`config.mk`:
```
export PLATFORM = sky130hd
export DESIGN_NAME = seg7_scan_decoder_flat
export DESIGN_NICKNAME = d
export VERILOG_FILES = /design/src/rtl/seg7_scan_if.sv /design/src/rtl/seg7_scan_decoder.sv /design/src/flat_wrapper.sv
export SDC_FILE = /design/constraint.sdc
export NUM_CORES = 1
export LEC_CHECK = 0
export BUFFER_PORTS_ARGS = -buffer_cell sky130_fd_sc_hd__buf_4
export CAP_MARGIN = 20
export CORE_UTILIZATION = 59
export DETAILED_ROUTE_END_ITERATION = 10
export GPL_TIMING_DRIVEN = 0
export PLACE_DENSITY = 0.8
export SYNTH_ARGS = -nofsm -noshare
export SYNTH_HDL_FRONTEND = slang
export SYNTH_SLANG_ARGS = --single-unit
```
`constraint.sdc`:
```
create_clock -name clk -period 6.7 [get_ports clk]
set_clock_uncertainty 0.15 [all_clocks]
set_input_delay 0 -clock clk [delete_from_list [all_inputs] [get_ports clk]]
set_output_delay 0 -clock clk [all_outputs]
set_load 0.01 [all_outputs]
```
`src/rtl/seg7_scan_if.sv`:
```
// seg7_scan_if: segment/anode sample bus and decoded-frame handshake for seg7_scan_decoder
interface seg7_scan_if;
    logic [7:0]  seg;
    logic [7:0]  an;
    logic        out_ready;
    logic        out_valid;
    logic [31:0] value;
    logic [7:0]  digit_err;
    logic        overrun;
    modport master (output seg, an, out_ready, input out_valid, value, digit_err, overrun);
    modport slave  (input seg, an, out_ready, output out_valid, value, digit_err, overrun);
endinterface

```
`src/rtl/seg7_scan_decoder.sv`:
```
// seg7_scan_decoder: recovers an 8-digit hex frame from a sniffed multiplexed 7-segment scan.
// Define SEG7_DP_CHECK_EN to flag digits whose decimal point is lit and include dp in stability checks.
module seg7_scan_decoder #(
    parameter int STABLE_CYCLES = 4
) (
    input logic       clk,
    input logic       reset,
    seg7_scan_if.slave io_scan
);
`ifdef SEG7_DP_CHECK_EN
    localparam logic [15:0] CMP_MASK = 16'hFFFF;
`else
    localparam logic [15:0] CMP_MASK = 16'hFF7F;
`endif
    logic [15:0] r_s1, r_s2, r_prev;
    logic [7:0]  r_cnt, r_mask, r_sh_err, r_err;
    logic [31:0] r_sh_val, r_value;
    logic        r_valid, r_ovr;
    logic [15:0] w_smp;
    logic [7:0]  w_an, w_cnt_nxt, w_mask_nxt, w_sh_err_nxt;
    logic [6:0]  w_seg;
    logic [31:0] w_sh_val_nxt;
    logic [3:0]  w_nib;
    logic [2:0]  w_idx;
    logic        w_one, w_same, w_hit, w_bad, w_dp, w_done;
    assign w_smp  = r_s2 & CMP_MASK;
    assign w_an   = r_s2[15:8];
    assign w_seg  = r_s2[6:0];
    assign w_one  = $onehot(~w_an);
    assign w_same = w_smp == r_prev;
`ifdef SEG7_DP_CHECK_EN
    assign w_dp = ~r_s2[7];
`else
    assign w_dp = 1'b0;
`endif
    assign w_cnt_nxt = (!w_one || !w_same) ? 8'd0 : (&r_cnt ? r_cnt : r_cnt + 8'd1);
    assign w_hit     = w_one && w_same && r_cnt == 8'(STABLE_CYCLES - 2) && !r_mask[w_idx];
    assign w_mask_nxt = r_mask | (8'(w_hit) << w_idx);
    assign w_done     = w_mask_nxt == 8'hFF;
    always_comb begin
        w_idx = '0;
        for (int i = 0; i < 8; i++)
            if (!w_an[i]) w_idx = 3'(i);
    end
    always_comb begin
        w_nib = 4'h0;
        w_bad = 1'b0;
        case (w_seg)
            7'h01: w_nib = 4'h0;
            7'h4F: w_nib = 4'h1;
            7'h12: w_nib = 4'h2;
            7'h06: w_nib = 4'h3;
            7'h4C: w_nib = 4'h4;
            7'h24: w_nib = 4'h5;
            7'h20: w_nib = 4'h6;
            7'h0F: w_nib = 4'h7;
            7'h00: w_nib = 4'h8;
            7'h04: w_nib = 4'h9;
            7'h08: w_nib = 4'hA;
            7'h60: w_nib = 4'hB;
            7'h31: w_nib = 4'hC;
            7'h42: w_nib = 4'hD;
            7'h30: w_nib = 4'hE;
            7'h38: w_nib = 4'hF;
            default: w_bad = 1'b1;
        endcase
    end
    always_comb begin
        w_sh_val_nxt = r_sh_val;
        w_sh_err_nxt = r_sh_err;
        if (w_hit) begin
            w_sh_val_nxt[{w_idx, 2'b00} +: 4] = w_nib;
            w_sh_err_nxt[w_idx]               = w_bad | w_dp;
        end
    end
    // A completed frame is forwarded straight from the shadow-next values so out_valid rises one clock after the last capture.
    always_ff @(posedge clk) begin
        if (reset) begin
            r_s1     <= '0;
            r_s2     <= '0;
            r_prev   <= '0;
            r_cnt    <= '0;
            r_mask   <= '0;
            r_sh_val <= '0;
            r_sh_err <= '0;
            r_value  <= '0;
            r_err    <= '0;
            r_valid  <= 1'b0;
            r_ovr    <= 1'b0;
        end else begin
            r_s1     <= {io_scan.an, io_scan.seg};
            r_s2     <= r_s1;
            r_prev   <= w_smp;
            r_cnt    <= w_cnt_nxt;
            r_sh_val <= w_sh_val_nxt;
            r_sh_err <= w_sh_err_nxt;
            r_mask   <= w_done ? 8'h00 : w_mask_nxt;
            if (w_done && (!r_valid || io_scan.out_ready)) begin
                r_valid <= 1'b1;
                r_value <= w_sh_val_nxt;
                r_err   <= w_sh_err_nxt;
            end else if (w_done) begin
                r_ovr <= 1'b1;
            end else if (r_valid && io_scan.out_ready) begin
                r_valid <= 1'b0;
            end
        end
    end
    assign io_scan.out_valid = r_valid;
    assign io_scan.value     = r_value;
    assign io_scan.digit_err = r_err;
    assign io_scan.overrun   = r_ovr;
endmodule

```
`src/flat_wrapper.sv`:
```
// flat-port wrapper written by rule: the top's interface ports become plain ports
module seg7_scan_decoder_flat 
#(
    parameter int STABLE_CYCLES = 4
)
  (clk, reset, io_scan_seg, io_scan_an, io_scan_out_ready, io_scan_out_valid, io_scan_value, io_scan_digit_err, io_scan_overrun);
  seg7_scan_if io_scan_i ();
  input logic clk;
  input logic reset;
  input wire logic [$bits(io_scan_i.seg)-1:0] io_scan_seg;
  input wire logic [$bits(io_scan_i.an)-1:0] io_scan_an;
  input wire logic [$bits(io_scan_i.out_ready)-1:0] io_scan_out_ready;
  output wire logic [$bits(io_scan_i.out_valid)-1:0] io_scan_out_valid;
  output wire logic [$bits(io_scan_i.value)-1:0] io_scan_value;
  output wire logic [$bits(io_scan_i.digit_err)-1:0] io_scan_digit_err;
  output wire logic [$bits(io_scan_i.overrun)-1:0] io_scan_overrun;
  assign io_scan_i.seg = io_scan_seg;
  assign io_scan_i.an = io_scan_an;
  assign io_scan_i.out_ready = io_scan_out_ready;
  assign io_scan_out_valid = io_scan_i.out_valid;
  assign io_scan_value = io_scan_i.value;
  assign io_scan_digit_err = io_scan_i.digit_err;
  assign io_scan_overrun = io_scan_i.overrun;
  seg7_scan_decoder #(.STABLE_CYCLES(STABLE_CYCLES)) u_core (.clk(clk), .reset(reset), .io_scan(io_scan_i));
endmodule
```
==> results.md, run 1 <==
- Internal cell power: 1.52 mW
- Min-delay worst type: in -> reg
- Initial core utilization: 0.618
- Filler cell count: 682
- Post-layout minimum cycle time: 5.72 ns
- Gr ovfl total: 0
- RSZ-0062 raised after global routing: no
- Final Hold Fails: 0
- Fraction of layout instances using a drive strength above 1: 0.155
- Post-synthesis register bit count: 143
- Data arrival time of the critical path: 5.97 ns
- Hold buffer count at CTS: 19
- Worst hold margin: 0.0717 ns
- Via count of the first global-routing pass: 4836
- Die width: 104 um
- Antenna violations before repair: 0
- Area contributors post-synth: dfxtp_1 47%, mux2i_1 6.2%, nor2_1 5.2%, nor2b_1 4.5%, nor3b_1 4.3%
- Transition time of the tightest slew-check pin: 0.844 ns
- Placeable core region: 0.00991 mm2
- Hold Path End: u_core.r_s1[8]
- CTS tree: yes
- Register area share after synthesis: 0.468
- TritonRoute pass-1 iters: 5
- R2r endpoint: u_core.io_scan.digit_err[4]
- Average via count per standard cell: 5.64
- Worst reg2reg setup slack: 0.98 ns
- Cell types with the highest counts after synthesis: 143 x dfxtp_1, 84 x nor2_1, 44 x nor2b_1, 38 x mux2i_1, 35 x nor3b_1
- Most frequent cell after synthesis: dfxtp_1
- Die area: 0.0108 mm2
- Placed cell count: 835
- Post-detailed-routing wire length: 14300 um
- Slew Viols, Final: 0
- Peak supply drop: 219 uV
- Post-detailed-placement half-perimeter wirelength: 9600 um
- Final routed DRC violation total: 0
- Number of synthesized flops with an enable pin: 0
- FP Rows: 36
- Depth of the most critical reg-to-reg path: 18
- Vias after detailed routing: 4999
- Static Leakage: 3.28 nW
- Combinational share of power: 0.056
- Data required time at the worst endpoint: 6.95 ns
- Hold_sp: io_scan_an[0]
- Vertical die dimension: 104 um
- Library cell with the largest summed area after synthesis: dfxtp_1
- Number of instances resized during post-cts repair: 0
- Buffers inserted during post-CTS setup optimization: 0
- Synth top area share: 0.468
- Netlist cell types: 59
- Post-synthesis instance area: 0.00612 mm2
- Buffers on Ports: 59
- Design Power: 1.96 mW
- Insertion delay of the later-clocked pin in the worst-skew pair: 0.53 ns
- Tightest slew margin relative to the limit: 0.436
- Setup Crit Path Kind: reg -> reg
- Total power per unit cell area: 260 mW/mm2
- Global-route wire length before repair: 23400 um
- Type of element launching the critical path: flip-flop
- Clock buffers created by TritonCTS: 17
- Fmax achieved: 175 MHz
- Number of nets with antenna violations after detailed routing: 0
- Gp weighted congestion: 0.921
- Clock-pin slew on the worst setup and hold paths: 0.07 ns
- Number of top-level pins: 61
- Post-Synthesis Net Count: 677
- Switching power: 0.443 mW
- Post-layout instance count excluding filler cells: 886
- Share of power burned in registers: 0.443
- Number of max-capacitance violations reported: 0
- Sw Share: 0.226
- Post-Syn Instances: 642
- Predominant post-synthesis flop cell: dfxtp_1
- Max Fanout on Critical Path: 10
- CTS H-tree depth: 4
- DRC violation total after the first TritonRoute iteration: 333
- Clock Tree Root: clkbuf_8
- Post-synthesis area per instance: 9.53 um2
- Net total in the final layout: 775
- Average wire per cell in the routed design: 16.1 um
- Setup TNS after final layout: 0 ns
- Clk sinks: 143
- Largest buffer count on any clock path: 2
- Status: completed
- Fraction of synthesis flops using an asynchronous set or reset pin: 0
- Syn-to-layout area delta: 23.3%
- Number of inserted diodes: 0
- Final Core Density: 0.762
- Clock power share: 0.501
- Endpoint kind of the worst setup timing path: flip-flop
- Warning count from the yosys run: 0
- Fin crit share: 0.854
- # setup viols final: 0
- Largest net degree at the start of global routing: 17
- Hold depth: 3
- Total routing resource utilization after global routing: 0.274
- Critical register-to-register path startpoint: u_core.r_s2[15]
## registers in the layout, summed over array words and instances, names as in the netlist
signal                    count
u_core.r_prev                15
u_core.io_scan.overrun        1
u_core.r_sh_err               8
u_core.r_sh_val              32
u_core.io_scan.out_valid      1
u_core.r_cnt                  8
u_core.r_mask                 8
u_core.r_s2                  15
u_core.io_scan.digit_err      8
u_core.r_s1                  15
u_core.io_scan.value         32
## cells in the final DEF (no fill, tap or decap), drive strengths merged, types with 4 or more instances in the layout
cell,instances
bufinv,4
nor3b,35
nand4,8
fa,4
a22oi,4
nor4,11
nand2b,7
dlygate4sd3,19
a21oi,13
inv,25
xor2,16
nor2,85
ha,12
a21o,32
mux2i,38
nor4b,7
nand2,23
nand3,15
dfxtp,143
buf,74
nor2b,44
o21ai,10
a211oi,6
a31oi,9
clkbuf,40
nor3,12
o22ai,6
clkinv,6
## per-layer routing
metal / global-route usage / wire length [um] / part of all wire / up-vias
li1: - / - / - / 2436
met3: 0.0670 / 743 / 0.052 / 29
met1: 0.332 / 6230 / 0.44 / 2380
met5: 0 / 0 / 0 / -
met4: 0.112 / 234 / 0.016 / 0
met2: 0.467 / 7070 / 0.50 / 154
## stage by stage
step,instance area [um2],setup WS (ns)
2_1_floorplan,6120,1.67
3_3_place_gp,6730,1.06
3_5_place_dp,6740,0.990
4_1_cts,7550,0.956
5_1_grt,7550,0.710
6_report,7550,0.976
## worst max path at each step
| stage | from | endpoint | slack, ns | cells past startpoint |
|---|---|---|---|---|
| finish | u_core.r_s2[15] | u_core.io_scan.digit_err[4] | 0.98 | 18 |
| global route | u_core.r_s2[15] | u_core.io_scan.digit_err[4] | 0.71 | 18 |
| CTS | u_core.r_s2[15] | u_core.io_scan.digit_err[4] | 0.96 | 18 |
| detailed placement | u_core.r_s2[15] | u_core.io_scan.digit_err[6] | 0.99 | 18 |
| global placement | u_core.r_s2[15] | u_core.io_scan.digit_err[4] | 1.06 | 18 |
| floorplan | u_core.r_s2[15] | u_core.io_scan.value[3] | 1.67 | 19 |
## worst max-delay path, cell delays in order (launching register included)
cell,delay [ns]
dfxtp_1,0.30
buf_2,0.22
inv_1,0.15
ha_1,0.24
fa_1,0.53
inv_1,0.05
fa_1,0.53
inv_1,0.05
ha_1,0.20
fa_1,0.44
or4b_4,0.51
nor4_1,0.39
nand4_1,0.21
or3_1,0.41
o22ai_1,0.24
and4bb_1,0.25
buf_4,0.18
clkbuf_1,0.37
o22ai_1,0.16
## power by group through the flow
| stage | Clock [mW] | Sequential, mW | Combinational [mW] |
|---|---|---|---|
| 6_report | 0.982 | 0.868 | 0.110 |
| 5_1_grt | 1.03 | 0.868 | 0.122 |
| 4_1_cts | 0.991 | 0.868 | 0.109 |
| 3_5_place_dp | 0 | 0.886 | 0.0983 |
| 3_3_place_gp | 0 | 0.886 | 0.0937 |
| 2_1_floorplan | 0 | 0.884 | 0.0684 |
## logic make-up after synthesis
kind of cell / synth area share
and+or+nand+nor: 0.258
DFF: 0.468
AOI/OAI and AO/OA: 0.107
buffers and inverters: 0.0403
muxes: 0.0621
xor gates and xnor gates: 0.0272
adders and majority gates: 0.0376
## layout make-up
type / instances / area, um2 / area share
Clock inverter: 15 / 209 / 0.0277
Clock buffer: 17 / 414 / 0.0549
Timing Repair Buffer: 79 / 638 / 0.0845
Tap cell: 133 / 166 / 0.0220
Buffer: 37 / 164 / 0.0217
Inverter: 22 / 82.6 / 0.0109
Sequential cell: 143 / 2860 / 0.379
Multi-Input combinational cell: 440 / 3010 / 0.399
(Power assumes the default switching activity.)
==> inputs of run 2 (changes only) <==
CTS_BUF_LIST = sky130_fd_sc_hd__clkbuf_16   (was not set)
==> results.md, run 2 (synthesized netlist as in run 1, its figures left out) <==
- Fmax achieved: 175 MHz (about the same)
- Die width: 104 um (unchanged)
- FP Rows: 36 (unchanged)
- Average wire per cell in the routed design: 16.2 um (+0.41%)
- RSZ-0062 raised after global routing: no
- Clk sinks: 143 (unchanged)
- Fin crit share: 0.855 (about the same)
- Number of inserted diodes: 0 (unchanged)
- Net total in the final layout: 773 (-0.26%)
- Die area: 0.0108 mm2 (unchanged)
- Insertion delay of the later-clocked pin in the worst-skew pair: 0.42 ns (-0.11 ns)
- Clock buffers created by TritonCTS: 17 (unchanged)
- Final setup slack of the worst path: 0.974 ns (-0.00232 ns)
- TritonRoute pass-1 iters: 5 (unchanged)
- Setup Crit Path Kind: reg -> reg
- Max Fanout on Critical Path: 10 (unchanged)
- Endpoint kind of the worst setup timing path: flip-flop
- Transition time of the tightest slew-check pin: 0.851 ns (+0.00733 ns)
- Final routed DRC violation total: 0 (unchanged)
- Vertical die dimension: 104 um (unchanged)
- Peak supply drop: 224 uV (+2.1%)
- Largest buffer count on any clock path: 2 (unchanged)
- Hold_sp: io_scan_seg[5]
- # setup viols final: 0 (unchanged)
- CTS tree: yes
- Global-route wire length before repair: 23500 um (+0.35%)
- Worst slack at placement: 0.990 ns (unchanged)
- Initial core utilization: 0.618 (unchanged)
- Average via count per standard cell: 5.64 (about the same)
- Post-DP Area: 0.00674 mm2 (unchanged)
- Post-detailed-placement half-perimeter wirelength: 9600 um (unchanged)
- Total routing resource utilization after global routing: 0.277 (+0.00221)
- Post-detailed-routing wire length: 14300 um (+0.18%)
- Syn-to-layout area delta: 23.2%
- CTS H-tree depth: 4 (unchanged)
- Slew Viols, Final: 0 (unchanged)
- Setup TNS after final layout: 0 ns (unchanged)
- Placeable core region: 0.00991 mm2 (unchanged)
- Number of top-level pins: 61 (unchanged)
- Status: completed
- Gr ovfl total: 0 (unchanged)
- Final Hold Fails: 0 (unchanged)
- Most frequent standard cell in the layout excluding fill and tap cells: dfxtp_1
- Data required time at the worst endpoint: 6.84 ns (-0.11 ns)
- Total power per unit cell area: 262 mW/mm2 (+1.1%)
- Via count of the first global-routing pass: 4850 (+0.29%)
- Antenna violations before repair: 0 (unchanged)
- DRC violation total after the first TritonRoute iteration: 222 (-33%)
- Number of max-capacitance violations reported: 0 (unchanged)
- Slowest stage cell on the critical path: fa_1
- Chain of cells forming the critical path: buf_2 -> inv_1 -> ha_1 -> fa_1 -> inv_1 -> fa_1 -> inv_1 -> ha_1 -> fa_1 -> or4b_4 -> nor4_1 -> nand4_1 -> or3_1 -> o22ai_1 -> and4bb_1 -> buf_4 -> clkbuf_1 -> o22ai_1
- Buffers on Ports: 59 (unchanged)
- Peak per-stage delay on the critical path: 0.53 ns (about the same)
- Critical register-to-register path startpoint: u_core.r_s2[15]
- Gp weighted congestion: 0.921 (unchanged)
- Number of instances resized during post-cts repair: 0 (unchanged)
- Design Power: 1.98 mW (+0.94%)
- Vias after detailed routing: 4985 (-0.28%)
- Data arrival time of the critical path: 5.86 ns (-0.11 ns)
- Hold depth: 3 (unchanged)
- Worst hold margin: 0.187 ns (+0.115 ns)
- Number of nets with antenna violations after detailed routing: 0 (unchanged)
- Depth of the most critical reg-to-reg path: 18 (unchanged)
- Type of element launching the critical path: flip-flop
- Largest net degree at the start of global routing: 17 (unchanged)
- Clock Tree Root: clkbuf_16
- Clock-pin slew on the worst setup and hold paths: 0.06 ns (about the same)
- R2r endpoint: u_core.io_scan.digit_err[4]
- Hold Path End: u_core.r_s1[5]
- Top library cells by usage in the layout, fill and taps aside: 143 x dfxtp_1, 84 x nor2_1, 61 x buf_4
- Final Instance Area: 0.00754 mm2 (-0.12%)
- Worst reg2reg setup slack: 0.97 ns (about the same)
- Static Leakage: 3.27 nW (-0.18%)
- Min-delay worst type: in -> reg
- Tightest slew margin relative to the limit: 0.431 (-0.00490)
- Fraction of layout instances using a drive strength above 1: 0.156 (+0.000414)
- Post-layout minimum cycle time: 5.73 ns (+0.00232 ns)
## run 2: changes by cell type in the layout (fill, tap and decap cells not counted), sizes merged
cell | before | now
dlygate4sd3 | 19 | 17
## run 2: metrics by stage
step	cells	util
after global routing	884	0.761
after global placement	834	0.679
after detailed placement	835	0.680
after CTS	884	0.761
final	884	0.761
after floorplan	642	-
## run 2: area by class of cell
class,instances,area (um2)
inverter,22,82.6
buffer,37,164
fill,685,2370
timing repair buffer,77,618
multi-input combinational,440,3010
tap,133,166
clock buffer,17,425
clock inverter,15,209
sequential,143,2860
## run 2: what timing repair did
action                                 in CTS  in global routing
setup buffers                               0                  0
hold buffers                               17                  0
endpoints found under the hold margin      23                  0
## run 2: critical path: cells and delay by family, from the launching register on
| kind | cells | cell delay, ns |
|---|---|---|
| AO/OA/AOI/OAI | 2 | 0.40 |
| buffers and inverters | 6 | 1.02 |
| flip-flops | 1 | 0.30 |
| AND/OR/NAND/NOR | 5 | 1.77 |
| adder cells (fa/ha/maj) | 5 | 1.94 |
## run 2: routing by layer
metal,GRT usage,part of all wire,vias to the layer above
met2,0.463,0.49,155
met4,0.114,0.023,0
met3,0.0833,0.046,35
met5,0,0,-
li1,-,-,2429
met1,0.331,0.44,2366
## run 2: worst max path at each step
stage / startpoint / end / slack [ns] / cells past startpoint
after floorplan: u_core.r_s2[15] / u_core.io_scan.value[3] / 1.67 / 19
after global placement: u_core.r_s2[15] / u_core.io_scan.digit_err[4] / 1.06 / 18
after CTS: u_core.r_s2[15] / u_core.io_scan.digit_err[4] / 0.96 / 18
after global routing: u_core.r_s2[15] / u_core.io_scan.digit_err[4] / 0.71 / 18
final: u_core.r_s2[15] / u_core.io_scan.digit_err[4] / 0.97 / 18
after detailed placement: u_core.r_s2[15] / u_core.io_scan.digit_err[6] / 0.99 / 18
## run 2: where the power goes
group / total [mW] / internal (mW) / switching [mW]
Combinational: 0.109 / 0.0453 / 0.0639
Clock: 1.00 / 0.628 / 0.374
Sequential: 0.868 / 0.861 / 0.00664
